<file path="src/rtl/lynx_tap_pkg.sv">
// Shared definitions for the Lynx TAP loader: parser states, TAP marker/type codes
// and the default BASIC load/exec addresses.
`timescale 1ns/1ps
package lynx_tap_pkg;

    typedef enum logic [3:0] {
        ST_SYNC    = 4'd0,
        ST_NAME    = 4'd1,
        ST_TYPE    = 4'd2,
        ST_LEN_LO  = 4'd3,
        ST_LEN_HI  = 4'd4,
        ST_LOAD_LO = 4'd5,
        ST_LOAD_HI = 4'd6,
        ST_PAYLOAD = 4'd7,
        ST_CHECK   = 4'd8,
        ST_EXEC_LO = 4'd9,
        ST_EXEC_HI = 4'd10,
        ST_DONE    = 4'd11,
        ST_ERR     = 4'd12
    } tap_state_t;

    localparam logic [7:0] TAP_QUOTE  = 8'h22;
    localparam logic [7:0] TAP_LEAD   = 8'hA5;
    localparam logic [7:0] TAP_TYPE_B = 8'h42;
    localparam logic [7:0] TAP_TYPE_M = 8'h4D;
    localparam logic [7:0] TAP_TYPE_D = 8'h44;
    localparam logic [7:0] TAP_TYPE_A = 8'h41;

    localparam logic [15:0] DEF_BASIC_LOAD = 16'h694D;
    localparam logic [15:0] DEF_BASIC_EXEC = 16'h6800;

    function automatic logic is_known_type(input logic [7:0] t);
        return (t == TAP_TYPE_B) || (t == TAP_TYPE_M) ||
               (t == TAP_TYPE_D) || (t == TAP_TYPE_A);
    endfunction

    function automatic logic has_load_field(input logic [7:0] t);
        return (t == TAP_TYPE_M) || (t == TAP_TYPE_D);
    endfunction

    function automatic logic has_exec_field(input logic [7:0] t);
        return (t == TAP_TYPE_M);
    endfunction

    // BASIC blocks carry no check byte, so their payload ends the block.
    function automatic tap_state_t state_after_payload(input logic [7:0] t);
        return (t == TAP_TYPE_B) ? ST_DONE : ST_CHECK;
    endfunction

endpackage

</file>
<file path="src/rtl/tap_mem_writer.sv">
// Single-outstanding memory write port: latches one payload byte and holds the
// request until the memory accepts it, stalling the downloader meanwhile.
`timescale 1ns/1ps
module tap_mem_writer
    import lynx_tap_pkg::*;
#(
    parameter int ADDR_W = 16
) (
    input  logic              clk,
    input  logic              reset,
    input  logic              wr_req,
    input  logic [ADDR_W-1:0] wr_addr,
    input  logic [7:0]        wr_data,
    input  logic              mem_ready,
    output logic [ADDR_W-1:0] mem_addr,
    output logic [7:0]        mem_dout,
    output logic              mem_wr,
    output logic              ioctl_wait
);

    // A new request can only arrive while idle, because the stall blocks new bytes.
    always_ff @(posedge clk) begin
        if (reset) begin
            mem_wr   <= 1'b0;
            mem_addr <= '0;
            mem_dout <= '0;
        end else if (wr_req) begin
            mem_wr   <= 1'b1;
            mem_addr <= wr_addr;
            mem_dout <= wr_data;
        end else if (mem_wr && mem_ready) begin
            mem_wr   <= 1'b0;
        end
    end

    assign ioctl_wait = mem_wr;

endmodule

</file>
<file path="src/rtl/lynx_tap_loader.sv">
// Camputers Lynx TAP parser: walks block headers, streams payload bytes to memory
// and reports block completion, start vectors and checksum/format errors.
`timescale 1ns/1ps
module lynx_tap_loader
    import lynx_tap_pkg::*;
#(
    parameter int          ADDR_W     = 16,
    parameter logic [15:0] BASIC_LOAD = DEF_BASIC_LOAD,
    parameter logic [15:0] BASIC_EXEC = DEF_BASIC_EXEC,
    parameter int          CNT_W      = 4
) (
    input  logic              clk,
    input  logic              reset,
    input  logic              ioctl_download,
    input  logic              ioctl_wr,
    input  logic [7:0]        ioctl_dout,
    output logic              ioctl_wait,
    output logic [ADDR_W-1:0] mem_addr,
    output logic [7:0]        mem_dout,
    output logic              mem_wr,
    input  logic              mem_ready,
    input  logic              autostart_basic,
    output logic [ADDR_W-1:0] exec_addr,
    output logic              exec_valid,
    output logic [7:0]        file_type,
    output logic [CNT_W-1:0]  block_count,
    output logic              chk_err,
    output logic              fmt_err
);

    tap_state_t        state, state_next;
    logic              dl_q, dl_rise, dl_fall, trunc_pend;
    logic              accept, byte_ok, abort_req, abort_now, done_fire, wr_req;
    logic              last_payload;
    logic [7:0]        len_lo, load_lo, exec_lo, sum;
    logic [15:0]       len, idx;
    logic [ADDR_W-1:0] load_addr, exec_field, wr_addr;

    assign dl_rise = ioctl_download & ~dl_q;
    assign dl_fall = ~ioctl_download & dl_q;

    always_ff @(posedge clk) begin
        if (reset) begin
            state <= ST_SYNC;
        end else begin
            state <= state_next;
        end
    end

    // A truncated download parks the parser until the in-flight write drains.
    always_comb begin
        state_next = state;
        if (abort_now) begin
            state_next = ST_SYNC;
        end else if (abort_req) begin
            state_next = state;
        end else if (state == ST_DONE) begin
            if (!mem_wr) begin
                state_next = (byte_ok && ioctl_dout == TAP_QUOTE) ? ST_NAME : ST_SYNC;
            end
        end else if (byte_ok) begin
            case (state)
                ST_SYNC:    if (ioctl_dout == TAP_QUOTE) state_next = ST_NAME;
                ST_NAME:    if (ioctl_dout == TAP_QUOTE) state_next = ST_TYPE;
                ST_TYPE: begin
                    if (ioctl_dout == TAP_LEAD)          state_next = ST_TYPE;
                    else if (is_known_type(ioctl_dout))  state_next = ST_LEN_LO;
                    else                                 state_next = ST_ERR;
                end
                ST_LEN_LO:  state_next = ST_LEN_HI;
                ST_LEN_HI: begin
                    if (has_load_field(file_type))        state_next = ST_LOAD_LO;
                    else if ({ioctl_dout, len_lo} == 16'd0) state_next = state_after_payload(file_type);
                    else                                 state_next = ST_PAYLOAD;
                end
                ST_LOAD_LO: state_next = ST_LOAD_HI;
                ST_LOAD_HI: state_next = (len == 16'd0) ? state_after_payload(file_type) : ST_PAYLOAD;
                ST_PAYLOAD: if (last_payload) state_next = state_after_payload(file_type);
                ST_CHECK:   state_next = has_exec_field(file_type) ? ST_EXEC_LO : ST_DONE;
                ST_EXEC_LO: state_next = ST_EXEC_HI;
                ST_EXEC_HI: state_next = ST_DONE;
                ST_ERR:     state_next = ST_ERR;
                default:    state_next = ST_SYNC;
            endcase
        end
    end

    always_comb begin
        accept       = ioctl_download & ioctl_wr & ~ioctl_wait;
        abort_req    = trunc_pend |
                       (dl_fall & (state != ST_SYNC) & (state != ST_DONE));
        abort_now    = abort_req & ~mem_wr;
        byte_ok      = accept & ~abort_req;
        done_fire    = (state == ST_DONE) & ~mem_wr & ~abort_req;
        wr_req       = byte_ok & (state == ST_PAYLOAD);
        wr_addr      = load_addr + ADDR_W'(idx);
        last_payload = (idx == len - 16'd1);
    end

    // Rise-clear sits after block completion so a new download always starts at zero.
    always_ff @(posedge clk) begin
        if (reset) begin
            dl_q        <= 1'b0;
            trunc_pend  <= 1'b0;
            exec_valid  <= 1'b0;
            exec_addr   <= '0;
            exec_field  <= '0;
            file_type   <= '0;
            block_count <= '0;
            chk_err     <= 1'b0;
            fmt_err     <= 1'b0;
            len_lo      <= '0;
            load_lo     <= '0;
            exec_lo     <= '0;
            sum         <= '0;
            len         <= '0;
            idx         <= '0;
            load_addr   <= '0;
        end else begin
            dl_q       <= ioctl_download;
            exec_valid <= 1'b0;

            if (abort_req) trunc_pend <= ~abort_now;
            if (abort_now) fmt_err <= 1'b1;

            if (done_fire) begin
                if (block_count != '1) block_count <= block_count + 1'b1;
                if (has_exec_field(file_type)) begin
                    exec_valid <= 1'b1;
                    exec_addr  <= exec_field;
                end else if (file_type == TAP_TYPE_B && autostart_basic) begin
                    exec_valid <= 1'b1;
                    exec_addr  <= ADDR_W'(BASIC_EXEC);
                end
            end

            if (dl_rise) begin
                chk_err     <= 1'b0;
                fmt_err     <= 1'b0;
                block_count <= '0;
            end

            if (byte_ok) begin
                case (state)
                    ST_TYPE: begin
                        if (is_known_type(ioctl_dout)) begin
                            file_type <= ioctl_dout;
                            sum       <= '0;
                            idx       <= '0;
                        end else if (ioctl_dout != TAP_LEAD) begin
                            fmt_err   <= 1'b1;
                        end
                    end
                    ST_LEN_LO:  len_lo <= ioctl_dout;
                    ST_LEN_HI: begin
                        len <= {ioctl_dout, len_lo};
                        if (!has_load_field(file_type)) load_addr <= ADDR_W'(BASIC_LOAD);
                    end
                    ST_LOAD_LO: load_lo   <= ioctl_dout;
                    ST_LOAD_HI: load_addr <= ADDR_W'({ioctl_dout, load_lo});
                    ST_PAYLOAD: begin
                        sum <= sum + ioctl_dout;
                        idx <= idx + 16'd1;
                    end
                    ST_CHECK:   if (ioctl_dout != sum) chk_err <= 1'b1;
                    ST_EXEC_LO: exec_lo    <= ioctl_dout;
                    ST_EXEC_HI: exec_field <= ADDR_W'({ioctl_dout, exec_lo});
                    default: ;
                endcase
            end
        end
    end

    tap_mem_writer #(
        .ADDR_W (ADDR_W)
    ) u_writer (
        .clk        (clk),
        .reset      (reset),
        .wr_req     (wr_req),
        .wr_addr    (wr_addr),
        .wr_data    (ioctl_dout),
        .mem_ready  (mem_ready),
        .mem_addr   (mem_addr),
        .mem_dout   (mem_dout),
        .mem_wr     (mem_wr),
        .ioctl_wait (ioctl_wait)
    );

endmodule

</file>
<file path="config.mk">
export PLATFORM = sky130hd
export DESIGN_NAME = lynx_tap_loader
export DESIGN_NICKNAME = d
export VERILOG_FILES = /design/src/rtl/lynx_tap_pkg.sv /design/src/rtl/tap_mem_writer.sv /design/src/rtl/lynx_tap_loader.sv
export SDC_FILE = /design/constraint.sdc
export NUM_CORES = 1
export LEC_CHECK = 0
export BUFFER_PORTS_ARGS = -buffer_cell sky130_fd_sc_hd__clkbuf_2
export CAP_MARGIN = 10
export CORE_AREA = 8 8 123 125
export DETAILED_ROUTE_END_ITERATION = 10
export DIE_AREA = 0 0 131 133
export PLACE_DENSITY = 0.82
export SYNTH_ARGS = -nofsm -noshare
export SYNTH_HDL_FRONTEND = slang
export SYNTH_SLANG_ARGS = --single-unit
</file>
<file path="constraint.sdc">
create_clock -name clk -period 4.16 [get_ports clk]
set_input_delay 0.208 -clock clk [delete_from_list [all_inputs] [get_ports clk]]
set_output_delay 0.208 -clock clk [all_outputs]
set_load 0.01 [all_outputs]
</file>
# == Word-level counts from Yosys, hierarchy flattened ==
# Index checks and enable logic that the tools add are counted.
# classes
eq_ne,32
n_mux,37
n_reduce_logical,30
add_sub_neg,5
bitwise,18
# op_table
operator,count
2-to-1 mux 16 bit,4
case mux 16 bit (2 select lines),2
equality test 8 x 7 -> 1 bit (second input constant),7
case mux 4 bit (12 select lines),1
2-to-1 mux 4 bit,11
logical NOT 16 bit,2
equality test 4 bit (second input constant),5
adder 16 x 1 -> 16 bit (second input constant),1
adder 16 bit,1
equality test 16 bit,1
equality test 4 x 3 -> 1 bit (second input constant),4
case mux 8 bit (2 select lines),1
subtractor 16 x 1 -> 16 bit (second input constant),1
2-to-1 mux 1 bit,15
AND reduction 2 bit,7
AND 1 bit,11
nonzero test 2 bit,5
!= test 3 bit (second input constant),3
AND reduction 3 bit,3
adder 8 bit,1
equality test 4 x 2 -> 1 bit (second input constant),2
equality test 8 x 6 -> 1 bit (second input constant),1
equality test 8 bit (second input constant),1
2-to-1 mux 8 bit,1
15 further kinds,31
# word_totals
input_bits,14
regBits,158
out_inout_bits,57

# == Longest topological paths before layout ==
# Gate-level depths: netlist (run 1).
# depth
depth_word,12
mapped_depth,11
mapped_depth_nobuf,11

# == By module ==
# Synthesis (run 1) repeated with hierarchy kept, for this count alone.
# unflattened
cells_unflattened,963
hier_area_um2,8003.9
# modules_own_cells
module,n_inst,area_per_inst_um2,cells_per_inst
lynx_tap_loader,1,7085.5,880
tap_mem_writer,1,918.4,83

# == Worst setup path after synthesis (run 1) ==
# Ideal clock, no wire load.
# synth_path
path_type,flip-flop to flip-flop
from,reg len[0]
to,reg state[2]
t_arrival_ns,2.210
slack_ns,1.813
stages_incl_launch_ff,11
n_path_buf,1
cell_sequence,dfxtp_1 > inv_1 > ha_1 > or3b_1 > clkbuf_1 > o41ai_2 > o21ai_1 > nor4_4 > a41oi_4 > a21oi_2 > o32ai_1
# synth_between
elab_chain_len,5
elab_cells_between_ends,9
classes_between,1 x add/sub; 2 x eq/ne; 4 x mux; 2 x reduce/logical
# synth_rtl
element,line,text
from (decl),lynx_tap_loader.sv:36,"logic [15:0] len, idx;"
from (signal assigned),lynx_tap_loader.sv:156,"len <= {ioctl_dout, len_lo};"
"parallel branches: the longest is 5 deep, another holds subtractor 16 x 1 -> 16 bit",n/a,
to (signal assigned),lynx_tap_loader.sv:46,state <= state_next;
to (decl),lynx_tap_loader.sv:31,"tap_state_t state, state_next;"
# Several ways; the timed one is not identified. The select of a mux whose other input is x is not followed.
# A chain may end at the register's enable or synchronous reset.

# == Final worst setup path (run 1) ==
# layout_path
from,reg state[0]
to,reg state[3]
# layout_between
elab_chain_len,8
elab_cells_between_ends,31
classes_between,17 x eq/ne; 3 x mux; 6 x bitwise; 5 x reduce/logical
# layout_rtl
element,line,text
nonzero test 4 bit,lynx_tap_loader.sv:91,(dl_fall & (state != ST_SYNC) & (state != ST_DONE));
AND 1 bit (2 in a row),lynx_tap_loader.sv:91,
bitwise OR 1 bit,lynx_tap_loader.sv:90,abort_req = trunc_pend |
NOT 1 bit (no line),n/a,
AND 1 bit,lynx_tap_loader.sv:93,byte_ok = accept & ~abort_req;
nonzero test 2 bit (no line),n/a,
AND reduction 6 bit (no line),n/a,
# Parallel ways exist; a longest one is shown, timed or not. The select of a mux whose other input is x is not followed.

==> summary.md, run 1 <==
| Metric | Value |
|---|---|
| Die Wd | `131 um` |
| DRT iter0 DRCs | `625` |
| Syn avg cell area | `8.26 sq um` |
| CTS Sinks | `between 150 and 200` |
| RePlAce Congestion | `slightly above 0.9` |
| DP HPWL | `13300 um` |
| Top-count cell post-synth | `dfxtp_1` |
| Yosys reg bits | `about 160` |
| Slew headroom | `between 40% and 50%` |
| RSZ-0062 raised after global routing | `false` |
| Max VDD drop | `0.275 mV` |
| Sequential fraction of the synthesis area | `40.8%` |
| Gr usage total | `23.0%` |
| Synth top area cells | `dfxtp_1 41%, nand2_1 6.7%, nor2_1 5.7%` |
| Final setup vio count | `0` |
| Slew Limit Fails | `0` |
| CTS resizes | `0` |
| Largest net degree at the start of global routing | `87` |
| Hold Crit Start | `mem_ready` |
| Worst Setup End Kind | `flop` |
| Area grow syn2layout | `12.4%` |
| Cell variety after synth | `72` |
| Cts hold-fix bufs | `0` |
| Final setup TNS | `0 ns` |
| Crit path DAT | `3.25 ns` |
| Synthesized netlist cell count | `938` |
| Final Routed Wirelength | `around 20000 um` |
| Worst Skew | `slightly above 0.007 ns` |
| Initial antenna violation count | `0` |
| Worst Path Class, Setup | `reg2reg` |
| Final Util | `66.6%` |
| Inserted Diodes | `0` |
| CP Data Required Time | `4.49 ns` |
| Core footprint | `around 13000 sq um` |
| Power per Cell Area | `363 nW/um^2` |
| Fillcell total | `1074` |
| Startpoint type of the worst setup path | `flop` |
| Drt via density | `between 5 and 6` |
| Asr flop ratio synth | `0%` |
| R2r startpoint | `state[0]` |
| Top FF cell, synth | `dfxtp_1` |
| Most frequent cells after synthesis | `158 x dfxtp_1, 138 x nand2_1, 118 x nor2_1` |
| Run status | `complete, no violations` |
| # DRC | `0` |
| Die area | `17400 sq um` |
| IO Count | `between 70 and 80` |
| Static leakage | `approximately 3.5 nW` |
| Initial Util | `about 59%` |
| Worst R2R Path Depth | `8` |
| Reg clk slew, reported paths | `~0.070 ns` |
| Fraction of layout cells with a size suffix above 1 | `12.7%` |
| IO Port Bufs | `70` |
| Die height | `133 um` |
| Post-CTS Repair Setup Buffers | `0` |
| Worst min-delay path class | `in2reg` |
| Clock Tree Buf Depth | `2` |
| Root buffer cell | `clkbuf_16` |
| Clock tree from TritonCTS | `yes` |
| Share of Yosys cell area claimed by the top area cell type | `about 40%` |
| First-pass GRT wire length | `32200 um` |
| Yosys warnings | `0` |
| Hold Path Sink | `u_writer.ioctl_wait` |
| Vias in the first global route | `6462` |
| EDFF count, synth | `0` |
| Tcrit/Tclk final | `a little over two thirds` |
| Max stage delay on crit path | `0.70 ns` |
| Slew of the pin with the lowest slew margin | `0.892 ns` |
| WL/cell | `16.7 um` |
| MaxCap Viol Count | `0` |
| Nets | `1016` |
| Final hold viol count | `0` |
| Clock Latency Late Sink | `around 0.44 ns` |
| # rows | `42` |
| Routed vias | `a little under 7000` |
| Post-Syn Nets | `980` |
| Worst hold path cell count | `3` |
| Cell type with the largest total area after synthesis | `dfxtp_1` |
| Synth Cell Area | `~7700 sq um` |
| Slowest-stage cell, CP | `dfxtp_1` |
| Min cycle time layout | `2.92 ns` |
| Fin Hold WS | `0.0446 ns` |
| Total power | `3.16 mW` |
| Crit path cell chain | `nand2_1 -> or4_1 -> o21ai_0 -> nand3_1 -> nor4_4 -> a41oi_4 -> mux2i_1 -> nor2_1` |
| H-Tree Level Count | `4` |
| Global route overflow | `0` |
| Largest fanout on the critical path | `20` |
| Antenna Violating Nets Remaining | `0` |
| DRT Pass-1 Iters | `6` |
| Num CTS Buffers | `17` |
| Worst R2R End | `state[3]` |
| Setup slack, reg-to-reg | `1.24 ns` |
| Fmax | `0.342 GHz` |
==> flip-flops by register name, summed over array words and instances, names as in the netlist, 16 cells and up <==
name	flops
load_addr	16
idx	16
exec_field	16
u_writer.mem_addr	16
len	16
exec_addr	16
==> how the worst max path moves through the flow <==
stage                        start       end  slack [ns]  cells after the start
after floorplan             len[0]  state[2]        1.81                     10
after global placement    state[0]  state[3]        1.40                      8
after detailed placement  state[0]  state[3]        1.32                      8
after CTS                 state[0]  state[3]        1.27                      8
after global routing      state[0]  state[3]         1.0                      8
final                     state[0]  state[3]        1.24                      8
==> routing by layer <==
metal	up-vias	part of all wire, %	track usage (%)
met3	20	5.8	5.66
met4	0	1.4	7.21
met1	3190	44	29.6
met5	-	0	0
met2	186	48	36.8
li1	3335	-	-
==> worst max-delay path, delay by kind of cell, from the launching register on <==
kind             cells  cell delay [ns]
AO/OA/AOI/OAI        2             0.37
flip-flops           1             0.70
multiplexers         1             0.21
AND/OR/NAND/NOR      5             1.52
==> stage by stage <==
step           cell area [sq um]  instances  worst slack, ns
6_report                    8710       1163             1.24
5_1_grt                     8710       1163            0.996
4_1_cts                     8710       1163             1.27
3_3_place_gp                8110       1131             1.40
2_1_floorplan               7750        938             1.81
3_5_place_dp                8110       1131             1.32
==> area by class of cell <==
type | instances | area, sq um | share of cell area, %
Clock buffer | 17 | 425 | 4.88
Sequential cell | 158 | 3160 | 36.3
Clock inverter | 15 | 170 | 1.95
Multi-Input combinational cell | 703 | 4270 | 49.0
Tap cell | 176 | 220 | 2.53
Timing Repair Buffer | 75 | 390 | 4.48
Inverter | 19 | 71.3 | 0.819
==> logic make-up after synthesis <==
logic type | count (synthesis) | synth area share (%)
xor+xnor | 50 | 5.65
mux | 35 | 4.54
flops | 158 | 40.8
simple gates | 415 | 25.6
buf+inv | 77 | 4.12
compound gates | 175 | 14.6
fa+ha+maj | 28 | 4.72
==> where the power goes <==
| group | total [mW] | switching, mW | internal (mW) |
|---|---|---|---|
| clock | 1.57 | 0.715 | 0.857 |
| sequential | 1.51 | 0.000313 | 1.51 |
| combinational | 0.0745 | 0.0574 | 0.0170 |
| total | 3.16 | 0.772 | 2.39 |
==> placed cells by master (no fill, tap or decap), drive strengths merged, types with 7 or more instances in the layout <==
master  netlist  routed
nand2       138     138
a22oi        22      22
nand3        25      25
a211oi       11      11
a21o          8       8
mux2i        34      34
ha           26      26
nand4         7       7
nand2b        8       8
inv          19      28
a21oi        81      81
o21ai        19      19
xnor2        25      25
nor2b        14      14
nor2        121     121
clkbuf       47      86
nor4          9       9
nor3         46      46
dfxtp       158     158
xor2         25      25
and3          7       7
Power figures use the tool's default switching activity.
==> run 2: changes to the inputs <==
==> constraint.sdc (replaced) <==
create_clock -name clk -period 2.9 [get_ports clk]
set_input_delay 0.145 -clock clk [delete_from_list [all_inputs] [get_ports clk]]
set_output_delay 0.145 -clock clk [all_outputs]
set_load 0.01 [all_outputs]
==> summary.md, run 2 (synthesis gave the netlist of run 1 again) <==
| Metric | Value |
|---|---|
| Antenna Violating Nets Remaining | `0` |
| # DRC | `0` |
| RSZ-0062 raised after global routing | `false` |
| Most frequent cells in the layout | `158 x dfxtp_1, 138 x nand2_1, 118 x nor2_1` |
| Fmax | `0.375 GHz` |
| Worst Skew | `0.00739 ns` |
| Worst Path Class, Setup | `reg2reg` |
| Die area | `17400 sq um` |
| H-Tree Level Count | `4` |
| Clock Tree Buf Depth | `2` |
| CTS Sinks | `158` |
| Largest fanout on the critical path | `6` |
| Max VDD drop | `0.470 mV` |
| Post-CTS Repair Setup Buffers | `0` |
| Slowest-stage cell, CP | `or4_1` |
| DRT iter0 DRCs | `685` |
| Min cycle time layout | `between 2 and 3 ns` |
| Gr usage total | `23.7%` |
| Slew of the pin with the lowest slew margin | `just under 0.7 ns` |
| Final Routed Wirelength | `20100 um` |
| Area grow syn2layout | `15.0%` |
| Crit path cell chain | `or4_1 -> xnor2_1 -> o41ai_2 -> o21ai_1 -> nor4_4 -> a41oi_4 -> mux2i_1 -> nor2_1` |
| # rows | `42` |
| Final Util | `68.1%` |
| Slew headroom | `53.0%` |
| IO Port Bufs | `70` |
| IO Count | `71` |
| Layer with the highest usage | `met2` |
| Vias in the first global route | `6727` |
| Num CTS Buffers | `17` |
| Crit path DAT | `2.98 ns` |
| CP top delay family | `simple AND/OR/NAND/NOR gates` |
| Die Wd | `131 um` |
| Startpoint type of the worst setup path | `flop` |
| Fraction of layout cells with a size suffix above 1 | `14.4%` |
| Post-Place Cells | `1151` |
| Core footprint | `13100 sq um` |
| Initial antenna violation count | `0` |
| DRT Pass-1 Iters | `7` |
| Root buffer cell | `clkbuf_16` |
| CP Buf/Inv Count | `0` |
| Drt via density | `5.86` |
| DP HPWL | `between 10000 and 15000 um` |
| Static leakage | `3.65 nW` |
| Inserted Diodes | `0` |
| CP Data Required Time | `3.21 ns` |
| Fin Hold WS | `0.0347 ns` |
| Worst min-delay path class | `in2reg` |
| Worst Setup End Kind | `flop` |
| Total power | `4.61 mW` |
| First-pass GRT wire length | `33000 um` |
| Largest net degree at the start of global routing | `49` |
| Final setup vio count | `0` |
| Initial Util | `59.2%` |
| Clock Latency Late Sink | `roughly 0.43 ns` |
| Fin cells | `1185` |
| Tcrit/Tclk final | `91.9%` |
| Max stage delay on crit path | `roughly 0.73 ns` |
| Reg clk slew, reported paths | `~0.060 ns` |
| Routed vias | `6950` |
| Most common cell after layout, fill and taps aside | `dfxtp_1` |
| Run status | `complete, no violations` |
| WL/cell | `16.9 um` |
| Slew Limit Fails | `0` |
| Die height | `133 um` |
| Met1 usage | `a little under a third` |
| Clock tree from TritonCTS | `yes` |
| Power per Cell Area | `518 nW/um^2` |
| Met2 usage | `about two fifths` |
| Nets | `1038` |
| Final setup TNS | `0 ns` |
| MaxCap Viol Count | `0` |
| Final hold viol count | `0` |
| RePlAce Congestion | `0.899` |
| Global route overflow | `0` |
| Met3 Usage GRT | `a little under 5%` |
## run 2: cell types whose count changed in the layout (fill, tap and decap cells not counted), sizes merged, moves of 2 or more
| cell | before | now |
|---|---|---|
| inv | 28 | 21 |
| buf | 6 | 26 |
| bufinv | 1 | 3 |
| dlygate4sd3 | 0 | 2 |
| clkbuf | 86 | 89 |
## run 2: area by class of cell
type / instances / area (sq um)
repair buffers: 97 / 561
multi-input cells: 703 / 4280
fillers: 1018 / 4180
inverters: 19 / 71.3
clock buffers: 20 / 457
clock inverters: 12 / 160
well taps: 176 / 220
flip-flops and latches: 158 / 3160
## run 2: what timing repair did
item                       CTS  global route
hold buffers                 2             0
hold endpoints to repair     2             0
gates resized for setup      0             2
setup endpoints to repair    0             4
## run 2: path summary, 6_finish.rpt
| kind | start | endpoint | slack, ns | depth (start not counted) |
|---|---|---|---|---|
| setup / recovery | len[0] | state[3] | 0.23 | 8 |
| hold reg to reg | file_type[4] | file_type[4] | 0.44 | 2 |
| hold / removal | ioctl_dout[3] | exec_field[11] | 0.03 | 3 |
| setup reg to reg | len[0] | state[3] | 0.23 | 8 |
## run 2: layer usage
metal	vias to the layer above	wire, um
li1	3393	-
met3	36	1460
met5	-	0
met2	270	9670
met1	3251	8540
met4	0	410
## run 2: worst min-delay path: stages
cell and delay (ns):
clkbuf_2 0.14, nand2_1 0.08, a21oi_1 0.05
## run 2: power by group
| part | leakage [nW] | switching [mW] | internal, mW |
|---|---|---|---|
| combinational | 2.08 | 0.0878 | 0.0342 |
| sequential | 1.27 | 0.000308 | 2.17 |
| clock | 0.301 | 0.914 | 1.41 |
## run 2: per-stage QoR
stage	area [sq um]	setup WS [ns]
after CTS	8900	0.116
final	8910	0.235
after detailed placement	8260	0.195
after floorplan	7750	0.553
after global routing	8910	0.0216
after global placement	8260	0.399
==> run 3: changes to the inputs <==
==> constraint.sdc (replaced) <==
create_clock -name clk -period 2.8 [get_ports clk]
set_input_delay 0.14 -clock clk [delete_from_list [all_inputs] [get_ports clk]]
set_output_delay 0.14 -clock clk [all_outputs]
set_load 0.01 [all_outputs]
==> summary.md, run 3 (synthesis gave the netlist of run 1 again) <==
| Metric | Value |
|---|---|
| Run status | `complete, no violations` |
| First-pass GRT wire length | `32900 um` |
| Die height | `133 um` |
| Post-CTS Repair Setup Buffers | `0` |
| Vias in the first global route | `6698` |
| Combinational power share | `2.7%` |
| DP HPWL | `14000 um` |
| Power per Cell Area | `528 nW/um^2` |
| Clock Power Share | `about half` |
| Worst min-delay path class | `in2reg` |
| Gr usage total | `between 20% and 30%` |
| CTS Sinks | `158` |
| Most frequent cells in the layout | `158 x dfxtp_1, 138 x nand2_1, 118 x nor2_1` |
| Worst R2R Path Depth | `9` |
| Die area | `between 15000 and 20000 sq um` |
| Max VDD drop | `0.460 mV` |
| Final setup vio count | `0` |
| # DRC | `0` |
| Die Wd | `about 130 um` |
| Final Util | `68.3%` |
| Drt via density | `just under 6` |
| Final setup TNS | `0 ns` |
| Num CTS Buffers | `17` |
| Static leakage | `3.67 nW` |
| Worst hold path cell count | `3` |
| Hold Crit Start | `ioctl_dout[3]` |
| RSZ-0062 raised after global routing | `false` |
| H-Tree Level Count | `4` |
| Total power | `4.72 mW` |
| Global route overflow | `0` |
| Antenna Violating Nets Remaining | `0` |
| Core footprint | `13100 sq um` |
| Reg clk slew, reported paths | `0.07 ns` |
| Area grow syn2layout | `15.3%` |
| DRT Pass-1 Iters | `5` |
| Slew of the pin with the lowest slew margin | `0.640 ns` |
| # rows | `42` |
| Startpoint type of the worst setup path | `flop` |
| Min cycle time layout | `2.61 ns` |
| Tcrit/Tclk final | `~93%` |
| Largest fanout on the critical path | `8` |
| Clock Tree Buf Depth | `2` |
| Most common cell after layout, fill and taps aside | `dfxtp_1` |
| WL/cell | `16.9 um` |
| Setup slack, reg-to-reg | `~0.19 ns` |
| Nets | `approximately 1000` |
| Fraction of layout cells with a size suffix above 1 | `14.8%` |
| Clock tree from TritonCTS | `yes` |
| Final hold viol count | `0` |
| MaxCap Viol Count | `0` |
| IO Count | `71` |
| Internal power | `3.64 mW` |
| Register share of total power | `47.7%` |
| Slew headroom | `56.7%` |
| Slew Limit Fails | `0` |
| Final Routed Wirelength | `between 20000 and 25000 um` |
| Initial antenna violation count | `0` |
| CP Data Required Time | `3.12 ns` |
| Worst Setup End Kind | `flop` |
| Worst R2R End | `state[1]` |
| Routed vias | `between 6000 and 7000` |
| Psw | `1.08 mW` |
| DRT iter0 DRCs | `671` |
| Switching share of power | `a little under a quarter` |
| Hold Path Sink | `exec_field[11]` |
| Worst Path Class, Setup | `reg2reg` |
| Crit path DAT | `slightly below 3 ns` |
| Largest net degree at the start of global routing | `60` |
| Initial Util | `59.2%` |
| Root buffer cell | `clkbuf_16` |
| Inserted Diodes | `0` |
| Clock Latency Late Sink | `0.43 ns` |
| RePlAce Congestion | `roughly 0.9` |
| Worst Skew | `just over 0.008 ns` |
| R2r startpoint | `len[0]` |
| Fmax | `0.383 GHz` |
| IO Port Bufs | `70` |
[run 3: cell types whose count changed in the layout (fill, tap and decap cells not counted)]
| cell | delta |
|---|---|
| buf_12 | +1 |
| clkbuf_1 | -1 |
| a2111oi_2 | -1 |
| bufinv_16 | -1 |
| clkinv_4 | -4 |
| clkbuf_8 | -1 |
| clkinvlp_4 | +2 |
| buf_4 | +4 |
| inv_6 | +4 |
| a2111oi_1 | +1 |
| inv_8 | +1 |
[run 3: area by class of cell]
cell class / instances / area [sq um]
Multi-Input combinational cell: 703 / 4270
Inverter: 19 / 71.3
Sequential cell: 158 / 3160
Fill cell: 1021 / 4150
Timing Repair Buffer: 102 / 611
Clock buffer: 18 / 439
Tap cell: 176 / 220
Clock inverter: 14 / 156
[run 3: worst max-delay path, cell delays in order, from the launching register on]
cell and delay, ns:
dfxtp_1 0.36, inv_1 0.10, ha_1 0.17, or3b_1 0.52
a2111oi_1 0.49, nand3_1 0.19, nor4_4 0.21, a41oi_4 0.21
mux2i_1 0.20, nor2_1 0.06
[run 3: worst max-delay path by stage]
stage,from,endpoint
floorplan,len[0],state[2]
global placement,len[0],state[3]
detailed placement,len[0],state[1]
CTS,len[0],state[1]
global route,len[0],state[3]
finish,len[0],state[1]
[run 3: repair_timing]
| item | in CTS | in global routing |
|---|---|---|
| setup endpoints to repair | 0 | 4 |
| gates resized for setup | 0 | 1 |
| hold buffers | 2 | 0 |
| hold endpoints to repair | 2 | 0 |
[run 3: per-layer routing]
metal  GRT usage (%)  wire (um)  share of wire [%]  vias up
li1                -          -                  -     3389
met1            30.6       8710                 43     3311
met2            37.5       9650                 48      250
met3            5.54       1430                7.1       23
met4            7.79        313                1.6        0
met5               0          0                  0        -
[run 3: power groups by stage]
stage	clock network, mW	logic, mW	registers (mW)
2_1_floorplan	0	0.0742	2.30
3_3_place_gp	0	0.119	2.30
3_5_place_dp	0	0.120	2.30
4_1_cts	2.36	0.123	2.25
5_1_grt	2.45	0.135	2.25
6_report	2.34	0.126	2.25
[run 3: stage by stage]
step / cells / hold slack [ns] / worst slack [ns] / cell area [sq um]
after CTS: 1190 / 0.0470 / 0.142 / 8930
after floorplan: 938 / 0.274 / 0.453 / 7750
after detailed placement: 1156 / 0.407 / 0.163 / 8310
after global routing: 1190 / 0.0734 / 0.0299 / 8930
after global placement: 1156 / 0.408 / 0.317 / 8310
final: 1190 / 0.0736 / 0.186 / 8930
